File: src/rtl/mem_access_if.sv
// Request/response channel between the CPU datapath and the RAM access sequencer.
// master = requester side, slave = the sequencer.
interface mem_access_if #(
  parameter int ADDR_W = 4,
  parameter int DATA_W = 16
) ();
  logic              req_valid;
  logic              req_ready;
  logic              req_rw;
  logic [ADDR_W-1:0] req_addr;
  logic [DATA_W-1:0] req_wdata;
  logic              rsp_valid;
  logic              rsp_ready;
  logic              rsp_rw;
  logic [DATA_W-1:0] rsp_rdata;

  modport master (
    output req_valid, req_rw, req_addr, req_wdata, rsp_ready,
    input  req_ready, rsp_valid, rsp_rw, rsp_rdata
  );

  modport slave (
    input  req_valid, req_rw, req_addr, req_wdata, rsp_ready,
    output req_ready, rsp_valid, rsp_rw, rsp_rdata
  );
endinterface

File: src/rtl/mem_access_ctrl.sv
// Single-outstanding RAM access sequencer: holds en/rw/addr/A stable for HOLD_CYCLES clk
// cycles so the RAM's unrelated clock samples them, then captures Q and returns a response.
module mem_access_ctrl #(
  parameter int ADDR_W      = 4,
  parameter int DATA_W      = 16,
  parameter int HOLD_CYCLES = 4
) (
  input  logic              clk,
  input  logic              rst_n,
  mem_access_if.slave       bus,
  output logic              mem_en,
  output logic              mem_rw,
  output logic [ADDR_W-1:0] mem_addr,
  output logic [DATA_W-1:0] mem_wdata,
  input  logic [DATA_W-1:0] mem_rdata,
  output logic              busy,
  output logic [7:0]        access_count
);

  localparam int CNT_W = 4;
  localparam logic [CNT_W-1:0] HOLD_LOAD = CNT_W'(HOLD_CYCLES - 1);

  generate
    if (HOLD_CYCLES < 2 || HOLD_CYCLES > 15) begin : g_bad_hold
      $error("mem_access_ctrl: HOLD_CYCLES must be within 2..15");
    end
  endgenerate

  typedef enum logic [1:0] {
    IDLE   = 2'd0,
    ACCESS = 2'd1,
    RESP   = 2'd2
  } state_e;

  state_e            state_q,        state_d;
  logic [CNT_W-1:0]  hold_cnt_q,     hold_cnt_d;
  logic              mem_en_q,       mem_en_d;
  logic              mem_rw_q,       mem_rw_d;
  logic [ADDR_W-1:0] mem_addr_q,     mem_addr_d;
  logic [DATA_W-1:0] mem_wdata_q,    mem_wdata_d;
  logic              rsp_valid_q,    rsp_valid_d;
  logic              rsp_rw_q,       rsp_rw_d;
  logic [DATA_W-1:0] rsp_rdata_q,    rsp_rdata_d;
  logic              req_ready_q,    req_ready_d;
  logic              busy_q,         busy_d;
  logic [7:0]        access_count_q, access_count_d;

  always_comb begin
    state_d        = state_q;
    hold_cnt_d     = hold_cnt_q;
    mem_en_d       = mem_en_q;
    mem_rw_d       = mem_rw_q;
    mem_addr_d     = mem_addr_q;
    mem_wdata_d    = mem_wdata_q;
    rsp_valid_d    = rsp_valid_q;
    rsp_rw_d       = rsp_rw_q;
    rsp_rdata_d    = rsp_rdata_q;
    req_ready_d    = req_ready_q;
    busy_d         = busy_q;
    access_count_d = access_count_q;

    case (state_q)
      IDLE: begin
        if (bus.req_valid && req_ready_q) begin
          mem_rw_d    = bus.req_rw;
          mem_addr_d  = bus.req_addr;
          mem_wdata_d = bus.req_wdata;
          hold_cnt_d  = HOLD_LOAD;
          mem_en_d    = 1'b1;
          req_ready_d = 1'b0;
          busy_d      = 1'b1;
          state_d     = ACCESS;
        end
      end
      ACCESS: begin
        // Q is sampled on the last edge of the hold window, while en is still asserted.
        if (hold_cnt_q == '0) begin
          rsp_rdata_d    = mem_rw_q ? mem_rdata : mem_wdata_q;
          rsp_rw_d       = mem_rw_q;
          access_count_d = access_count_q + 8'd1;
          mem_en_d       = 1'b0;
          rsp_valid_d    = 1'b1;
          state_d        = RESP;
        end else begin
          hold_cnt_d = hold_cnt_q - 1'b1;
        end
      end
      RESP: begin
        if (bus.rsp_ready) begin
          rsp_valid_d = 1'b0;
          req_ready_d = 1'b1;
          busy_d      = 1'b0;
          state_d     = IDLE;
        end
      end
      default: begin
        state_d     = IDLE;
        mem_en_d    = 1'b0;
        rsp_valid_d = 1'b0;
        req_ready_d = 1'b1;
        busy_d      = 1'b0;
      end
    endcase
  end

  always_ff @(posedge clk or negedge rst_n) begin
    if (!rst_n) begin
      state_q        <= IDLE;
      hold_cnt_q     <= '0;
      mem_en_q       <= 1'b0;
      mem_rw_q       <= 1'b1;
      mem_addr_q     <= '0;
      mem_wdata_q    <= '0;
      rsp_valid_q    <= 1'b0;
      rsp_rw_q       <= 1'b1;
      rsp_rdata_q    <= '0;
      req_ready_q    <= 1'b1;
      busy_q         <= 1'b0;
      access_count_q <= '0;
    end else begin
      state_q        <= state_d;
      hold_cnt_q     <= hold_cnt_d;
      mem_en_q       <= mem_en_d;
      mem_rw_q       <= mem_rw_d;
      mem_addr_q     <= mem_addr_d;
      mem_wdata_q    <= mem_wdata_d;
      rsp_valid_q    <= rsp_valid_d;
      rsp_rw_q       <= rsp_rw_d;
      rsp_rdata_q    <= rsp_rdata_d;
      req_ready_q    <= req_ready_d;
      busy_q         <= busy_d;
      access_count_q <= access_count_d;
    end
  end

  assign bus.req_ready = req_ready_q;
  assign bus.rsp_valid = rsp_valid_q;
  assign bus.rsp_rw    = rsp_rw_q;
  assign bus.rsp_rdata = rsp_rdata_q;
  assign mem_en        = mem_en_q;
  assign mem_rw        = mem_rw_q;
  assign mem_addr      = mem_addr_q;
  assign mem_wdata     = mem_wdata_q;
  assign busy          = busy_q;
  assign access_count  = access_count_q;

endmodule

File: src/flat_wrapper.sv
// flat-port wrapper written by rule: the top's interface ports become plain ports
module mem_access_ctrl_flat 
#(
  parameter int ADDR_W      = 4,
  parameter int DATA_W      = 16,
  parameter int HOLD_CYCLES = 4
)
  (clk, rst_n, mem_en, mem_rw, mem_addr, mem_wdata, mem_rdata, busy, access_count, bus_req_valid, bus_req_rw, bus_req_addr, bus_req_wdata, bus_rsp_ready, bus_req_ready, bus_rsp_valid, bus_rsp_rw, bus_rsp_rdata);
  mem_access_if #(.ADDR_W(ADDR_W), .DATA_W(DATA_W)) bus_i ();
  input  logic clk;
  input  logic rst_n;
  output logic mem_en;
  output logic mem_rw;
  output logic [ADDR_W-1:0] mem_addr;
  output logic [DATA_W-1:0] mem_wdata;
  input  logic [DATA_W-1:0] mem_rdata;
  output logic busy;
  output logic [7:0] access_count;
  input wire logic [$bits(bus_i.req_valid)-1:0] bus_req_valid;
  input wire logic [$bits(bus_i.req_rw)-1:0] bus_req_rw;
  input wire logic [$bits(bus_i.req_addr)-1:0] bus_req_addr;
  input wire logic [$bits(bus_i.req_wdata)-1:0] bus_req_wdata;
  input wire logic [$bits(bus_i.rsp_ready)-1:0] bus_rsp_ready;
  output wire logic [$bits(bus_i.req_ready)-1:0] bus_req_ready;
  output wire logic [$bits(bus_i.rsp_valid)-1:0] bus_rsp_valid;
  output wire logic [$bits(bus_i.rsp_rw)-1:0] bus_rsp_rw;
  output wire logic [$bits(bus_i.rsp_rdata)-1:0] bus_rsp_rdata;
  assign bus_i.req_valid = bus_req_valid;
  assign bus_i.req_rw = bus_req_rw;
  assign bus_i.req_addr = bus_req_addr;
  assign bus_i.req_wdata = bus_req_wdata;
  assign bus_i.rsp_ready = bus_rsp_ready;
  assign bus_req_ready = bus_i.req_ready;
  assign bus_rsp_valid = bus_i.rsp_valid;
  assign bus_rsp_rw = bus_i.rsp_rw;
  assign bus_rsp_rdata = bus_i.rsp_rdata;
  mem_access_ctrl #(.ADDR_W(ADDR_W), .DATA_W(DATA_W), .HOLD_CYCLES(HOLD_CYCLES)) u_core (.clk(clk), .rst_n(rst_n), .bus(bus_i), .mem_en(mem_en), .mem_rw(mem_rw), .mem_addr(mem_addr), .mem_wdata(mem_wdata), .mem_rdata(mem_rdata), .busy(busy), .access_count(access_count));
endmodule
File: config.mk
export PLATFORM = sky130hd
export DESIGN_NAME = mem_access_ctrl_flat
export DESIGN_NICKNAME = d
export VERILOG_FILES = /design/src/rtl/mem_access_if.sv /design/src/rtl/mem_access_ctrl.sv /design/src/flat_wrapper.sv
export SDC_FILE = /design/constraint.sdc
export NUM_CORES = 1
export LEC_CHECK = 0
export ABC_AREA = 1
export BUFFER_PORTS_ARGS = -buffer_cell sky130_fd_sc_hd__buf_2
export CORE_MARGIN = 10
export CORE_UTILIZATION = 47
export DETAILED_ROUTE_END_ITERATION = 16
export GPL_TIMING_DRIVEN = 0
export PLACE_DENSITY = 0.87
export SLEW_MARGIN = 25
export SYNTH_ARGS = -nofsm -noshare
export SYNTH_HDL_FRONTEND = slang
export SYNTH_SLANG_ARGS = --single-unit
File: constraint.sdc
create_clock -name clk -period 2.9 [get_ports clk]
set_clock_uncertainty 0.1 [all_clocks]
set_input_delay 0.29 -clock clk [delete_from_list [all_inputs] [get_ports clk]]
set_output_delay 0.29 -clock clk [all_outputs]
set_load 0.01 [all_outputs]
Word-level counts from Yosys, hierarchy flattened
Index checks and enable logic that the tools add are counted.

Register bits after elaboration: 56.

$add $sub $neg: 2. Eq/ne operators: 6. Reduce and logical (&&, ||, !) cells: 11. Multiplexer cells: 18. Bitwise operators: 3.

Operators with widths (number): two-way mux 16 bit (1); AND reduction 3 bit (5); one-hot mux 1 bit (3 select lines) (4); adder 8 x 1 -> 8 bit, second input constant (1); two-way mux 4 bit (2); one-hot mux 4 bit (2 select lines) (1); two-way mux 1 bit (6); two-way mux 2 bit (3); one-hot mux 2 bit (3 select lines) (1); logical NOT 4 bit (1); != test 2 x 1 -> 1 bit, second input constant (2); != test 2 bit, second input constant (2); AND reduction 2 bit (2); subtractor 4 x 1 -> 4 bit, second input constant (1); inverter 1 bit (3); == test 2 x 1 -> 1 bit, second input constant (1); == test 2 bit, second input constant (1); logical NOT 2 bit (1); nonzero test 2 bit (1); logical AND 1 bit (1).

Logic depth before layout (Yosys ltp)
Gate-level depths: netlist (run 1).

Depth after elaboration: 3. Depth in mapped cells: 8.

Worst setup path before layout (run 1)
OpenSTA, ideal clock, no wires.

Path type: register to register. From: register u_core.hold_cnt_q[0]. To: register u_core.access_count_q[4], in the netlist u_core.access_count[4]. Path slack: 1.477 ns. Cell stages (with the launch flop): 8. Required time: 2.734 ns. Arrival time: 1.257 ns. Cells stage by stage: dfrtp_1 > inv_1 > ha_1 > nand3_4 > nor2_8 > buf_6 > nand4_1 > nand2_1.

Word-level cells in the longest chain between the ends: 2.

Ends and longest elaborated chain: start: declaration (line mem_access_ctrl.sv:36) `logic [CNT_W-1:0] hold_cnt_q, hold_cnt_d;`; start signal: assignment (line mem_access_ctrl.sv:122) `hold_cnt_q <= hold_cnt_d;`; logical NOT 4 bit (line mem_access_ctrl.sv:77) `if (hold_cnt_q == '0) begin`; AND reduction 2 bit (no source line); end signal: assignment (line mem_access_ctrl.sv:132) `access_count_q <= access_count_d;`; end: declaration (line mem_access_ctrl.sv:46) `logic [7:0] access_count_q, access_count_d;`.

Every way passes these cells. A chain may end at the register's enable or synchronous reset.

Worst setup path in the final report (run 1)
From: register u_core.hold_cnt_q[0]. To: register u_core.rsp_rdata_q[4], in the netlist u_core.bus.rsp_rdata[4].

Word-level cells in the longest chain between the ends: 2.

Ends and longest elaborated chain: logical NOT 4 bit (line mem_access_ctrl.sv:77); AND reduction 2 bit (no source line); end signal: assignment (line mem_access_ctrl.sv:129) `rsp_rdata_q <= rsp_rdata_d;`; end: declaration (line mem_access_ctrl.sv:43) `logic [DATA_W-1:0] rsp_rdata_q, rsp_rdata_d;`.

Every way passes these cells.

==> impl_metrics.ini, run 1 <==
[hold_path]
hold_path_class = in2reg
worstHoldPathCells = 3
hold_start = bus_req_addr[3]
min_to = u_core.mem_addr[3]

[cells_and_area]
nets = 436
drive_gt1_share_pct = 32.82
final_common_cell = nand2_1
area_growth_pct = 25.48
final_cell_mix = nand2_1, buf_2, dfrtp_1, inv_1, o211ai_1
postLayoutCoreUtil_pct = 62.26
antenna-diode-count = 0

[global_route]
antenna_found_initial = 0
grt_pass1_vias = 2251
grt_usage_pct = 15.28
grt_max_degree = 57
globalRouteOverflowTotal = 0
grt_pass1_wl_um = 10880

[placement]
place_congestion = 0.8855
place.port_buffers = 90
dp_hpwl_um = 5148

[synthesis]
synthXorXnorAreaFrac_pct = 1.017
syn-num-nets = 338
synth_compound_area_share_pct = 8.527
synth_top_family_by_area = simple AND/OR/NAND/NOR gates
ys_ff_latch = 56
synthMuxAreaShare_pct = 0
synth-edff-count = 0
synthSimpleGateAreaFrac_pct = 26.41
yosys_warnings = 0
synth_fa_ha_area_share_pct = 1.453
synth_area_per_cell_um2 = 8.784
synth_cells = 294
syn_area_mm2 = 0.002582
async_flop_share_pct = 100.0
synth_cell_types = 25
ys_seq_area_share_pct = 54.41
ys.flop_type = dfrtp_1

[worst_setup_path]
end_kind = flop
worstPathCellList = inv_1 > ha_1 > nand3_4 > nor2_8 > buf_6 > o211ai_1 > nand2_1
r2r_end = u_core.bus.rsp_rdata[4]
crit_slowest_cell = dfrtp_1
critPathRequiredTime_ns = 3.05
critical_path_arrival_ns = 1.80
worst-path-buf-inv = 2
ff2ff_setup_slack_ns = 1.25
r2r.worst_path.cells = 7
reg2reg_from = u_core.hold_cnt_q[0]
crit_path_max_incr_delay_ns = 0.40
worstPathMaxFanout = 10
crit_cells = 7
worstSetupPathType = reg2reg
cpLargestDelayFamily = simple AND/OR/NAND/NOR gates
critPathLaunchType = flop

[flow_run]
drv_cap = 0

[floorplan]
die-area_mm2 = 0.008860
num_rows = 26
ioPinCount = 91
start_util_pct = 49.62
dieHeight_um = 94.13
die_x_um = 94.13
coreArea_mm2 = 0.005205

[pwr]
switching_power_mw = 1.465
powerDensity_mw_per_mm2 = 1077
clockPowerShare_pct = 14.3
p_leak_nw = 1.809
seq_power_share_pct = 39.3
power.internal_mw = 2.025
swShare_pct = 41.97
ir_drop_mv = 0.6206
p_comb_share_pct = 46.5

[route]
dr.max_layer_used = met4
drcViolationCount = 0
drt_iter0_drc = 140
vias_per_cell = 4.765
ant_nets = 0
wl_um = 6551
drt_pre_antenna_iters = 4
dr_wl_met2_um = 3062
wl_per_cell_um = 14.15
num_vias = 2206
routed-wl-met3_um = 431
wl_met1_um = 2881

[clock_tree]
clk_transition_reported_paths_ns = 0.10
cts.sinks = 56
clockBufferDepth = 2
clk_latency_ns = 0.30
root_buffer = clkbuf_8
cts_made_buffers = 5
cts_tree = built
cts_max_level = 2
postCtsSetupRepairBufs = 0

[timing]
setup_viol = 0
worst_pin_slew_ns = 0.6911
rsz0062_at_grt = no
slew_headroom_pct = 53.93
final.period_utilization_pct = 56.84
fin_setup_tns_ns = 0
hold_violations = 0
period_needed_ns = 1.648
clock.fmax_mhz = 606.7
slew_violations = 0

[outcome]
status = complete, no violations
## logic make-up after synthesis
| group | after synthesis |
|---|---|
| xor gates and xnor gates | 3 |
| adders and majority gates | 3 |
| and+or+nand+nor | 156 |
| buffers and inverters | 40 |
| AOI/OAI and AO/OA | 36 |
| DFF | 56 |
## worst max-delay path by stage
stage | start | to
after floorplan | u_core.hold_cnt_q[0] | u_core.access_count[4]
after global placement | u_core.hold_cnt_q[0] | u_core.bus.rsp_rdata[4]
after detailed placement | u_core.hold_cnt_q[0] | u_core.bus.rsp_rdata[4]
after CTS | u_core.hold_cnt_q[0] | u_core.bus.rsp_rdata[4]
after global routing | u_core.hold_cnt_q[0] | u_core.access_count[4]
final | u_core.hold_cnt_q[0] | u_core.bus.rsp_rdata[4]
## registers in the layout, summed over array words and instances, names as in the netlist
name	flops
u_core.state_q	2
u_core.mem_wdata	16
u_core.busy	1
u_core.mem_en	1
u_core.bus.rsp_valid	1
u_core.hold_cnt_q	4
u_core.access_count	8
u_core.mem_rw	1
u_core.bus.req_ready	1
u_core.mem_addr	4
u_core.bus.rsp_rdata	16
u_core.bus.rsp_rw	1
## Yosys cell counts (3+ instances only)
master,instances,share of area (%)
buf_2,3,0.58
o21ai_1,13,2.5
dfstp_2,3,3.1
dfrtp_1,53,51
inv_2,4,0.58
o21ai_0,5,0.97
nor2_1,9,1.3
o211ai_1,16,4.7
ha_1,3,1.5
nand4_1,3,0.73
or2_2,6,1.5
buf_6,7,3.1
nand3_1,6,1.2
nand2_1,123,18
inv_1,24,3.5
## tightest hold or removal path: stages
cell and delay, ns:
buf_2 0.07, nand2_1 0.04, nand2_1 0.04
## timing repair
item	in CTS	in global routing
hold buffers	1	0
hold endpoints to repair	53	0
resized for setup	0	0
## metal layers
| layer | vias up | track usage, % |
|---|---|---|
| met5 | - | 0 |
| met4 | 0 | 6.582 |
| met3 | 14 | 4.157 |
| met2 | 71 | 23.96 |
| met1 | 998 | 19.25 |
| li1 | 1123 | - |
## final cells by class
class                      instances  area (um2)
fill                             451        1964
multi-input combinational        198       965.9
clock inverter                     2       35.03
buffer                            10       93.84
clock buffer                       6       72.57
inverter                          30       117.6
sequential                        56        1405
timing repair buffer              91       462.9
tap                               70       87.58
## per-stage QoR
| step | setup WS (ns) | instance area (um2) | std cells | power [mW] | hold WS (ns) |
|---|---|---|---|---|---|
| detailed placement | 1.289 | 3123 | 454 | 3.021 | 0.2812 |
| floorplan | 1.477 | 2582 | 294 | 2.397 | -0.1056 |
| global placement | 1.330 | 3120 | 454 | 2.950 | 0.3521 |
| global route | 1.148 | 3241 | 463 | 3.796 | 0.07064 |
| finish | 1.252 | 3241 | 463 | 3.490 | 0.07523 |
| CTS | 1.253 | 3241 | 463 | 3.524 | 0.06387 |
## power groups by stage
| stage | logic, mW | registers (mW) | clock network (mW) |
|---|---|---|---|
| global route | 1.83 | 1.42 | 0.543 |
| global placement | 1.59 | 1.36 | 0 |
| CTS | 1.64 | 1.37 | 0.511 |
| finish | 1.62 | 1.37 | 0.498 |
| detailed placement | 1.64 | 1.38 | 0 |
| floorplan | 0.887 | 1.51 | 0 |
No activity file was read; power rests on OpenSTA's default activity.
==> run 2: changes to the inputs <==
Clock period 2.9 ns to 1.7 ns, I/O delays scaled along.
==> impl_metrics.ini, run 2 (synthesis results as in run 1) <==
[floorplan]
dieHeight_um = 94.13
die-area_mm2 = 0.008860
die_x_um = 94.13
num_rows = 26
coreArea_mm2 = 0.005205
ioPinCount = 91
start_util_pct = 49.62

[hold_path]
hold_path_class = in2reg
hold_start = mem_rdata[15]

[worst_setup_path]
critPathRequiredTime_ns = 1.85
crit_path_max_incr_delay_ns = 0.39
critical_path_arrival_ns = 1.71
worstPathMaxFanout = 10
cp-startpoint = u_core.hold_cnt_q[0]
crit_end = u_core.bus.rsp_rdata[4]
worstSetupPathType = reg2reg
reg2reg_from = u_core.hold_cnt_q[0]
end_kind = flop
cpLargestDelayFamily = flip-flops
r2r_end = u_core.bus.rsp_rdata[4]
crit_slowest_cell = dfrtp_1
crit_cells = 7
worst-path-buf-inv = 2
ff2ff_setup_slack_ns = 0.14
r2r.worst_path.cells = 7
critPathLaunchType = flop
worstPathCellList = inv_1 > ha_4 > nand3_4 > nor2_8 > buf_6 > o211ai_1 > nand2_1

[cells_and_area]
fillCellCount = 398
area_growth_pct = 36.14
drive_gt1_share_pct = 31.03
nets = 462
final_cell_mix = nand2_1, buf_2, dfrtp_1, dlygate4sd3_1, inv_1
fin_cells = 490
postLayoutCoreUtil_pct = 67.55
final_common_cell = nand2_1

[clock_tree]
cts_made_buffers = 5
cts_tree = built
cts.sinks = 56
clk_transition_reported_paths_ns = 0.10
clockBufferDepth = 2
clk_latency_ns = 0.30
root_buffer = clkbuf_8
cts_max_level = 2

[timing]
clock.fmax_mhz = 639.0
setup_ws_ns = 0.1351
worst_pin_slew_ns = 0.6860
setup_viol = 0
fin_setup_tns_ns = 0
whs_ns = 0.009309
slew_violations = 0
final.period_utilization_pct = 92.05
rsz0062_at_grt = no
hold_violations = 0
period_needed_ns = 1.565
slew_headroom_pct = 54.27

[outcome]
status = complete, no violations

[placement]
post-place-cells = 454
preCtsSetupSlack_ns = 0.08886
place_congestion = 0.8855
dp_hpwl_um = 5148
place.port_buffers = 90

[global_route]
antenna_found_initial = 1
grt_max_degree = 57
grt_pass1_vias = 2442
grt_pass1_wl_um = 12020
globalRouteOverflowTotal = 0
grt_usage_pct = 16.85

[route]
vias_per_cell = 4.847
num_vias = 2375
drt_iter0_drc = 162
wl_per_cell_um = 14.75
wl_um = 7228
drcViolationCount = 0
drt_pre_antenna_iters = 4
ant_nets = 0

[pwr]
ir_drop_mv = 1.085
power.internal_mw = 3.506
seq_power_share_pct = 38.6
powerDensity_mw_per_mm2 = 1729
p_leak_nw = 1.918
clockPowerShare_pct = 13.9
p_comb_share_pct = 47.4
switching_power_mw = 2.571
swShare_pct = 42.31

[flow_run]
drv_cap = 0
[run 2: stage by stage]
stage | power (mW) | cell area [um2]
after global placement | 5.032 | 3120
after floorplan | 4.090 | 2582
after global routing | 6.584 | 3516
after CTS | 6.057 | 3501
final | 6.078 | 3516
after detailed placement | 5.153 | 3123
[run 2: how the worst min path moves through the flow]
stage	endpoint	slack [ns]	depth (start not counted)
final	u_core.bus.rsp_rdata[15]	0.009	3
after global routing	u_core.bus.rsp_rdata[7]	0.02	3
after CTS	u_core.bus.rsp_rdata[15]	0.003	3
after detailed placement	u_core.mem_wdata[9]	0.16	1
after global placement	u_core.mem_addr[2]	0.26	3
after floorplan	u_core.access_count[0]	-0.23	0
[run 2: area by class of cell]
class | count | area (um2) | share of cell area (%)
Sequential cell | 56 | 1405 | 39.96
Buffer | 10 | 93.84 | 2.669
Antenna cell | 1 | 2.502 | 0.07117
Clock inverter | 2 | 35.03 | 0.9964
Inverter | 30 | 117.6 | 3.345
Multi-Input combinational cell | 198 | 978.4 | 27.83
Clock buffer | 6 | 72.57 | 2.064
Timing Repair Buffer | 117 | 723.2 | 20.57
Tap cell | 70 | 87.58 | 2.491
[run 2: routing by layer]
layer	routed length [um]	share of wire (%)	GRT usage (%)	up-vias
met5	0	0	0	-
met4	170	2.4	7.342	0
met3	556	7.7	5.116	12
met2	3620	50	27.71	98
met1	2881	40	19.83	1088
li1	-	-	-	1177
[run 2: repair_timing]
| item | CTS | global route |
|---|---|---|
| hold endpoints to repair | 79 | 0 |
| buffers inserted | 0 | 0 |
| hold buffers | 27 | 0 |
| setup endpoints to repair | 0 | 17 |
| gates resized for setup | 0 | 2 |
[run 2: power groups by stage]
stage	registers [mW]	logic, mW	clock network, mW
after floorplan	2.58	1.51	0
after global placement	2.32	2.71	0
after detailed placement	2.35	2.80	0
after CTS	2.33	2.85	0.871
after global routing	2.43	3.23	0.924
final	2.35	2.88	0.846
[run 2: tightest hold or removal path: cells and delay by family]
family	cells	cell delay, ns
AOI/OAI and AO/OA	1	0.07
buffers and inverters	1	0.07
and+or+nand+nor	1	0.06
